### config.mk
export PLATFORM = sky130hd
export DESIGN_NAME = fcvt_i2f_sched
export DESIGN_NICKNAME = d
export VERILOG_FILES = /design/src/rtl/fpu_pkg.sv /design/src/rtl/int2floats.sv /design/src/rtl/rr_arb2.sv /design/src/rtl/fcvt_i2f_sched.sv
export SDC_FILE = /design/constraint.sdc
export NUM_CORES = 1
export LEC_CHECK = 0
export ABC_AREA = 1
export CORE_ASPECT_RATIO = 0.75
export CORE_MARGIN = 2
export CORE_UTILIZATION = 35
export DETAILED_ROUTE_END_ITERATION = 8
export HOLD_SLACK_MARGIN = 0.05
export RECOVER_POWER = 50
export SLEW_MARGIN = 30
export SYNTH_ARGS = -nofsm -noshare
export SYNTH_HDL_FRONTEND = slang
export SYNTH_HIERARCHICAL = 1
export SYNTH_SLANG_ARGS = --single-unit
### constraint.sdc
create_clock -name clk -period 14.7 [get_ports clk]
set_input_delay 2.94 -clock clk [delete_from_list [all_inputs] [get_ports clk]]
set_output_delay 2.94 -clock clk [all_outputs]
set_load 0.03 [all_outputs]
### src/rtl/fpu_pkg.sv
// fpu_pkg: shared rounding-mode encodings, fflags bit positions and the S1 entry type
package fpu_pkg;
  typedef enum logic [2:0] {
    RM_RNE = 3'b000,
    RM_RTZ = 3'b001,
    RM_RDN = 3'b010,
    RM_RUP = 3'b011,
    RM_RMM = 3'b100,
    RM_DYN = 3'b111
  } rm_e;
  localparam int FLAG_NX = 0;
  localparam int FLAG_UF = 1;
  localparam int FLAG_OF = 2;
  localparam int FLAG_DZ = 3;
  localparam int FLAG_NV = 4;
  localparam int S1_TAG_W = 5;
  typedef struct packed {
    logic [31:0]         op;
    logic [2:0]          rm;
    logic [S1_TAG_W-1:0] tag;
    logic                src;
    logic                illegal;
  } s1_t;
endpackage

### src/rtl/int2floats.sv
// int2floats: combinational signed int32 to binary32 conversion with directed rounding
module int2floats
  import fpu_pkg::*;
(
  input  logic [31:0] i_op,
  input  logic [2:0]  i_rm,
  output logic [31:0] o_result,
  output logic        o_nx
);
  logic        w_sign, w_g, w_st, w_up;
  logic [31:0] w_mag, w_norm;
  logic [4:0]  w_lz;
  logic [24:0] w_sum;
  // normalise the magnitude, round the top 24 bits, and let the mantissa carry ripple into the exponent
  always_comb begin
    w_sign = i_op[31];
    w_mag = w_sign ? -i_op : i_op;
    w_lz = '0;
    for (int i = 0; i < 32; i++) if (w_mag[i]) w_lz = 5'(31 - i);
    w_norm = w_mag << w_lz;
    w_g = w_norm[7];
    w_st = |w_norm[6:0];
    o_nx = w_g | w_st;
    w_up = i_rm == RM_RNE ? w_g & (w_st | w_norm[8]) :
           i_rm == RM_RDN ? o_nx & w_sign :
           i_rm == RM_RUP ? o_nx & ~w_sign :
           i_rm == RM_RMM ? w_g : 1'b0;
    w_sum = {1'b0, w_norm[31:8]} + 25'(w_up);
    o_result = w_mag == '0 ? '0 : {w_sign, 8'd157 - {3'b0, w_lz}, 23'd0} + {7'd0, w_sum};
  end
endmodule

### src/rtl/rr_arb2.sv
// rr_arb2: two-way round-robin arbiter whose pointer moves past the winner on each transfer
module rr_arb2 (
  input  logic       clk,
  input  logic       reset,
  input  logic [1:0] i_valid,
  input  logic       i_advance,
  output logic [1:0] o_grant
);
  logic r_ptr;
  // pointer breaks ties; a lone requester always wins
  always_comb o_grant = &i_valid ? (r_ptr ? 2'b10 : 2'b01) : i_valid;
  // after a transfer the loser gets priority next time
  always_ff @(posedge clk or posedge reset)
    if (reset) r_ptr <= 1'b0;
    else if (i_advance) r_ptr <= o_grant[0];
endmodule

### src/rtl/fcvt_i2f_sched.sv
// fcvt_i2f_sched: arbitrates two issue ports onto one int-to-float converter with a buffered output
module fcvt_i2f_sched
  import fpu_pkg::*;
#(
  parameter int TAG_W     = S1_TAG_W,
  parameter int OUT_DEPTH = 2
) (
  input  logic             clk,
  input  logic             reset,
  input  logic             flush,
  input  logic [2:0]       frm,
  input  logic [1:0]       req_valid,
  output logic [1:0]       req_ready,
  input  logic [31:0]      req_op0,
  input  logic [31:0]      req_op1,
  input  logic [2:0]       req_rm0,
  input  logic [2:0]       req_rm1,
  input  logic [TAG_W-1:0] req_tag0,
  input  logic [TAG_W-1:0] req_tag1,
  output logic             resp_valid,
  input  logic             resp_ready,
  output logic [31:0]      resp_result,
  output logic [TAG_W-1:0] resp_tag,
  output logic             resp_src,
  output logic [4:0]       resp_flags,
  output logic             resp_illegal_rm
);
  localparam int AW = $clog2(OUT_DEPTH);
  typedef struct packed {
    logic [31:0]      result;
    logic [TAG_W-1:0] tag;
    logic             src;
    logic [4:0]       flags;
    logic             illegal;
  } out_t;
  s1_t         r_s1, w_in;
  logic        r_s1_v;
  out_t        r_mem [OUT_DEPTH];
  out_t        w_out, w_head;
  logic [AW-1:0] r_wr, r_rd;
  logic [AW:0]   r_cnt;
  logic [1:0]  w_grant;
  logic [2:0]  w_rm_req;
  logic [31:0] w_res;
  logic        w_full, w_pop, w_push, w_adv, w_load, w_acc, w_sel, w_nx;

  rr_arb2 u_arb (
    .clk       (clk),
    .reset     (reset),
    .i_valid   (req_valid),
    .i_advance (w_acc),
    .o_grant   (w_grant)
  );

  int2floats u_cvt (
    .i_op     (r_s1.op),
    .i_rm     (r_s1.rm),
    .o_result (w_res),
    .o_nx     (w_nx)
  );

  // stage handshakes: S1 drains when the FIFO has room now or frees a slot this cycle
  always_comb begin
    w_full = r_cnt == (AW+1)'(OUT_DEPTH);
    w_pop = resp_valid & resp_ready;
    w_adv = r_s1_v & (~w_full | resp_ready);
    w_load = ~r_s1_v | w_adv;
    w_push = w_adv & ~flush;
    req_ready = (reset | flush | ~w_load) ? 2'b00 : w_grant;
    w_acc = |(req_valid & req_ready);
  end

  // pick the winner's operands and resolve the dynamic rounding mode
  always_comb begin
    w_sel = w_grant[1];
    w_rm_req = w_sel ? req_rm1 : req_rm0;
    w_in.op = w_sel ? req_op1 : req_op0;
    w_in.rm = w_rm_req == RM_DYN ? frm : w_rm_req;
    w_in.tag = S1_TAG_W'(w_sel ? req_tag1 : req_tag0);
    w_in.src = w_sel;
    w_in.illegal = w_in.rm[2] & (|w_in.rm[1:0]);
  end

  // operand register feeding the converter
  always_ff @(posedge clk or posedge reset)
    if (reset) begin
      r_s1_v <= 1'b0;
      r_s1 <= '0;
    end else if (flush) begin
      r_s1_v <= 1'b0;
    end else if (w_load) begin
      r_s1_v <= w_acc;
      r_s1 <= w_in;
    end

  // reserved rounding modes produce a zero result with no exception flags
  always_comb begin
    w_out.result = r_s1.illegal ? '0 : w_res;
    w_out.tag = TAG_W'(r_s1.tag);
    w_out.src = r_s1.src;
    w_out.illegal = r_s1.illegal;
    w_out.flags = '0;
    w_out.flags[FLAG_NV] = 1'b0;
    w_out.flags[FLAG_DZ] = 1'b0;
    w_out.flags[FLAG_OF] = 1'b0;
    w_out.flags[FLAG_UF] = 1'b0;
    w_out.flags[FLAG_NX] = w_nx & ~r_s1.illegal;
  end

  // FIFO storage
  always_ff @(posedge clk)
    if (w_push) r_mem[r_wr] <= w_out;

  // FIFO pointers and occupancy; flush discards everything buffered
  always_ff @(posedge clk or posedge reset)
    if (reset) begin
      r_wr <= '0;
      r_rd <= '0;
      r_cnt <= '0;
    end else if (flush) begin
      r_wr <= '0;
      r_rd <= '0;
      r_cnt <= '0;
    end else begin
      r_wr <= r_wr + AW'(w_push);
      r_rd <= r_rd + AW'(w_pop);
      r_cnt <= r_cnt + (AW+1)'(w_push) - (AW+1)'(w_pop);
    end

  // head of FIFO drives the response, forced to zero while empty
  always_comb begin
    resp_valid = r_cnt != '0;
    w_head = resp_valid ? r_mem[r_rd] : '0;
    resp_result = w_head.result;
    resp_tag = w_head.tag;
    resp_src = w_head.src;
    resp_flags = w_head.flags;
    resp_illegal_rm = w_head.illegal;
  end
endmodule

======== Word-level counts from Yosys, hierarchy flattened ========
Memory sizes are Yosys's and may differ from the RTL's.
Index checks and enable logic that the tools add are counted.
operators by class
  add/subtract/negate cells ............... 8
  multiply operators ...................... 0
  div/mod/pow operators ................... 0
  magnitude comparators ................... 0
  equal/unequal tests ..................... 5
  shift-type cells ........................ 1
  mux-type cells .......................... 54
  bitwise logic cells ..................... 21
  reduce and logical (&&, ||, !) cells .... 9
operator list
  kind                   number
  $mux W5                33
  $mux W32               4
  $mux W44               1
  $add A32 B25 Y32       1
  $logic_not A32 Y1      1
  $neg A32 Y32           1
  $shl A32 B5 Y32        1
  $add A24 B1 Y25        1
  $mux W1                10
  $and A1 B1 Y1          8
  $mux W2                4
  $sub A8 B5 Y8 const A  1
  $reduce_or A7 Y1       1
  $eq A3 B2 Y1 const B   2
  $eq A3 B3 Y1 const B   2
  $mux W3                2
  $not A1 Y1             6
  $or A1 B1 Y1           6
  $reduce_and A2 Y1      2
  $reduce_bool A2 Y1     2
  $reduce_or A2 Y1       2
  $logic_not A3 Y1       1
  $add A1 B1 Y1          2
  $add A2 B1 Y2          1
  3 further kinds        3
word-level totals
  flip-flop bits (word level) ............. 48
  bits in latches ......................... 0
  bits in writable memories ............... 80
  memory bits (read-only) ................. 0
  input bits .............................. 89
  output and inout port bits .............. 47
  word-level logic and storage cells ...... 109
  memories kept ........................... 1
memory list
  name   depth  width  rd ports  clocked after Yosys merged registers in  wr ports  line                  RTL
  r_mem  2      40     1         0                                        1         fcvt_i2f_sched.sv:38  out_t r_mem [OUT_DEPTH];

======== Depth between registers and ports, before layout ========
  word-level depth ........................ 45
  depth in mapped cells ................... 58
  depth with buffers taken out ............ 57

======== By module ========
The synthesis kept the hierarchy.
by module, submodules not included
  module          instances  cells an instance  area an instance (µm²)  sequential area each (µm²)
  fcvt_i2f_sched  1          569                5582.9                  3578.4
  int2floats      1          904                4446.8                  0.0
  rr_arb2         1          10                 66.3                    25.0

======== Worst setup path after synthesis ========
No wires, ideal clock.
  path kind ............................... input -> output
  start point ............................. input port req_valid[1]
  end point ............................... output port req_ready[1]
  arrival ................................. 3.957 ns
  required time ........................... 11.760 ns
  slack ................................... 7.803 ns
  stages .................................. 4
  path buffers ............................ 1
  path through ............................ a21boi_1 -> inv_2 -> buf_4 -> nor2_1
between the ends
  longest elaborated chain between the ends .. 3
RTL lines
  what               line                  RTL
  start, declared    fcvt_i2f_sched.sv:12  input logic [1:0] req_valid,
  $reduce_and A2 Y1  rr_arb2.sv:11         always_comb o_grant = &i_valid ? (r_ptr ? 2'b10 : 2'b01) : i_valid;
  $mux W2 *          rr_arb2.sv:11
  $mux W2 *          fcvt_i2f_sched.sv:69  req_ready = (reset | flush | ~w_load) ? 2'b00 : w_grant;
  end, declared      fcvt_i2f_sched.sv:13  output logic [1:0] req_ready,
Every way passes the cells marked *; elsewhere a longest branch is shown, timed or not.

======== Worst setup path in the final report ========
  start point ............................. input port req_valid[1]
  end point ............................... output port req_ready[1]
between the ends
  longest elaborated chain between the ends .. 3
RTL lines
  what               line                  RTL
  $reduce_and A2 Y1  rr_arb2.sv:11
  $mux W2 *          rr_arb2.sv:11
  net w_grant[1]     fcvt_i2f_sched.sv:42  logic [1:0] w_grant;
  $mux W2 *          fcvt_i2f_sched.sv:69
Mark *: on every way through the listed nets, which the timed path passes. The rest lies on a longest branch.

==> key figures <==
Floorplanning
  – Die area: 0.03023 mm^2
  – Die H: 151.1 um
  – Core ar.: 0.02818 mm^2
  – I/O pins: 136
  – Initial core utilization: 35.82%
  – Die X: 200.1 um
  – Row cnt: 53

Worst setup path
  – Crit Path Category: primary input to output pin
  – Critical path's top delay family: buffers and inverters
  – Bufs and invs on worst path: 4
  – Cell mode on critical path: clkdlybuf4s50_1
  – Type of origin of the critical path: primary input
  – Crit-path cells: clkdlybuf4s50_1 -> a21boi_2 -> clkbuf_1 -> inv_1 -> nor2_1 -> clkdlybuf4s50_1
  – CP peak stage delay: 1270 ps
  – Critical Path Fanout Max: 42
  – Crit end category: output pin
  – Crit path required time: 11760 ps
  – Critical path arrival: 7070 ps
  – Critical Path Slowest Stage Cell: clkbuf_1

Finish
  – # diodes: 0
  – Commonest cells after routing, fill and taps aside: 428 x nand2_1, 216 x nand3_1, 203 x nor2_1, 138 x inv_1, 129 x clkdlybuf4s50_1
  – Post-Layout Cell Count: 1971
  – Fillcell total: 2989
  – Layout area overhead: 19.58%
  – Area occupied by multi-input gates: 0.005451 mm^2
  – Most common cell after layout, fill and taps aside: nand2_1
  – Nets: 1672
  – Register area: 0.003603 mm^2
  – Layout cells sized above 1: 7.755%

GRT
  – First-pass GRT wire length: 47190 um
  – GR Overflow Total: 0
  – Vias in the first global route: 9109
  – Initial antenna violation count: 0
  – Total track usage: 19.45%
  – Pin count of the biggest net entering global routing: 83

STA
  – Fin. Hold Viols: 0
  – Worst Skew: 13.02 ps
  – Fin. max-slew vios: 289
  – Worst slew pin tran: 2500 ps
  – Slew margin rel.: -67.06%
  – RSZ-0062 raised after global routing: no
  – Fmax: 99.94 MHz
  – Final worst path period need: 10010 ps
  – Final Setup Violations: 0
  – Crit share post-route: 68.07%
  – Setup TNS: 0 ps

Power and ir drop
  – Max VDD drop: 98.61 uV
  – Total power draw: 2.161 mW
  – Static Leak: 5.398 nW
  – P per Cell Area: 179.0 mW/mm^2

Routing
  – DR vias/cell: 4.948
  – # DRC: 0
  – Drt initial violations: 835
  – Count of antenna-violating nets left after detailed routing: 0
  – Via count: 9752
  – Pre-Repair DR Iteration Count: 6
  – Drt total wl: 28930 um
  – Post-DR wirelength/cell: 14.68 um

Clocking
  – Clk slew on worst S/H paths: 60 ps
  – # Post-CTS Setup Buffers: 0
  – Num CTS Buffers: 17
  – TritonCTS clock tree: built
  – Hold-fix buffers, CTS: 0
  – CTS Sinks: 128
  – CTS Buffer Depth: 2
  – Clock network latency to the later pin of the worst-skew pair: 430 ps
  – Htree depth: 4
  – CTS root buf: clkbuf_16
  – Post-cts sizing count: 0

Outcome
  – Status: finished, violations left
  – Failing checks: capacitance limit, slew limit

Synthesis
  – Top_reg_cell synth: edfxtp_1
  – Cells after Synth: 1483
  – Post-synth EDFFs: 80
  – Synth top area cells: edfxtp_1 24%, nand2_1 16%, dfrtp_1 12%
  – Synth top area share: 23.79%
  – Yosys Warn Count: 6
  – Largest area contributor in the netlist: edfxtp_1
  – Post-synthesis sequential area ratio: 35.69%
  – FF+latch count, synth: 128
  – Syn avg cell area: 6.808 um^2
  – Netlist cell types: 51
  – Post-synthesis cell area: 0.01010 mm^2
  – FFs w/ async S/R, synth: 37.50%

Placement
  – DP HPWL: 21510 um
  – Placed Cells: 1939
  – Final GP Congestion: 0.9019
  – # port buffers: 131

Run
  – Max-cap viol count: 6

Worst hold path
  – Worst Hold Class: flop to flop
## metal layers
metal  vias up  share of wire, %  global-route usage [%]  wire (um)
li1       4990                 -                       -          -
met1      4428                50                   28.43      14530
met2       315                41                   28.26      11890
met3        19               7.6                   5.013       2196
met4         0               1.1                   5.149        310
met5         -                 0                       0          0
## sequential cells by signal (all words and copies together) (netlist names)
name         cells
r_cnt            2
r_mem           80
r_rd             1
r_s1            42
r_s1_v           1
r_wr             1
u_arb/r_ptr      1
## path summary, 6_finish.rpt
check	startpoint	end	slack, ps	cells after the start
max reg2reg	r_s1[10]$_DFFE_PP0P_	r_mem[0][24]$_DFFE_PP_	8060	41
min reg2reg	r_s1[2]$_DFFE_PP0P_	r_mem[0][3]$_DFFE_PP_	480	0
max	req_valid[1]	req_ready[1]	4690	6
max in group asynchronous	reset	r_s1[31]$_DFFE_PP0P_	10140	2
min	r_s1[2]$_DFFE_PP0P_	r_mem[0][3]$_DFFE_PP_	480	0
min in group asynchronous	reset	u_arb/r_ptr$_DFFE_PP0P_	2860	2
## logic make-up after synthesis
family / Yosys count / share of synthesized area, %
XOR/XNOR: 42 / 3.867
buffers and inverters: 235 / 10.20
AO/OA/AOI/OAI: 127 / 7.758
flip-flops: 128 / 35.69
other: 1 / 0.03714
AND/OR/NAND/NOR: 940 / 41.21
adder cells (fa/ha/maj): 10 / 1.239
## through the flow
| step | util (%) | hold slack (ps) | setup slack [ps] | instance area (um^2) |
|---|---|---|---|---|
| 6_report | 42.84 | 480.3 | 4694 | 12070 |
| 5_1_grt | 42.84 | 492.8 | 4213 | 12070 |
| 4_1_cts | 43.06 | 481.0 | 6426 | 12140 |
| 3_5_place_dp | 41.12 | 470.5 | 6440 | 11590 |
| 3_3_place_gp | 41.04 | 467.8 | 6420 | 11570 |
| 2_1_floorplan | - | 440.2 | 7803 | 10110 |
## report_power, final
group	switching [mW]	total [mW]	internal (mW)
Sequential	0.0282	0.478	0.450
Combinational	0.880	1.29	0.413
Clock	0.158	0.391	0.232
## area by class of cell
type / count / share of cell area (%)
Timing Repair Buffer: 141 / 11.42
Inverter: 162 / 5.058
Clock buffer: 19 / 3.586
Sequential cell: 128 / 29.85
Clock inverter: 13 / 0.9431
Tap cell: 385 / 3.990
Multi-Input combinational cell: 1123 / 45.16
## synthesized netlist by cell type, types with 3 or more instances
| library cell | n |
|---|---|
| nand3_1 | 216 |
| a31oi_1 | 3 |
| buf_4 | 14 |
| nor2_2 | 14 |
| buf_2 | 30 |
| nand3_2 | 8 |
| o31ai_1 | 41 |
| nand2_1 | 426 |
| inv_2 | 22 |
| o21ai_0 | 9 |
| nand2_2 | 13 |
| xor2_1 | 33 |
| buf_6 | 6 |
| xnor2_1 | 6 |
| ha_1 | 10 |
| dfrtp_1 | 48 |
| nor2_4 | 8 |
| clkbuf_1 | 21 |
| xor2_2 | 3 |
| nor4_1 | 3 |
| nand4_1 | 13 |
| nor2_1 | 204 |
| a21oi_1 | 53 |
| nand3b_1 | 4 |
| edfxtp_1 | 80 |
| inv_1 | 138 |
| o21ai_1 | 10 |
| nor3_1 | 14 |
| and2_1 | 3 |
| nor3_2 | 4 |
No activity file was read; power rests on OpenSTA's default activity.
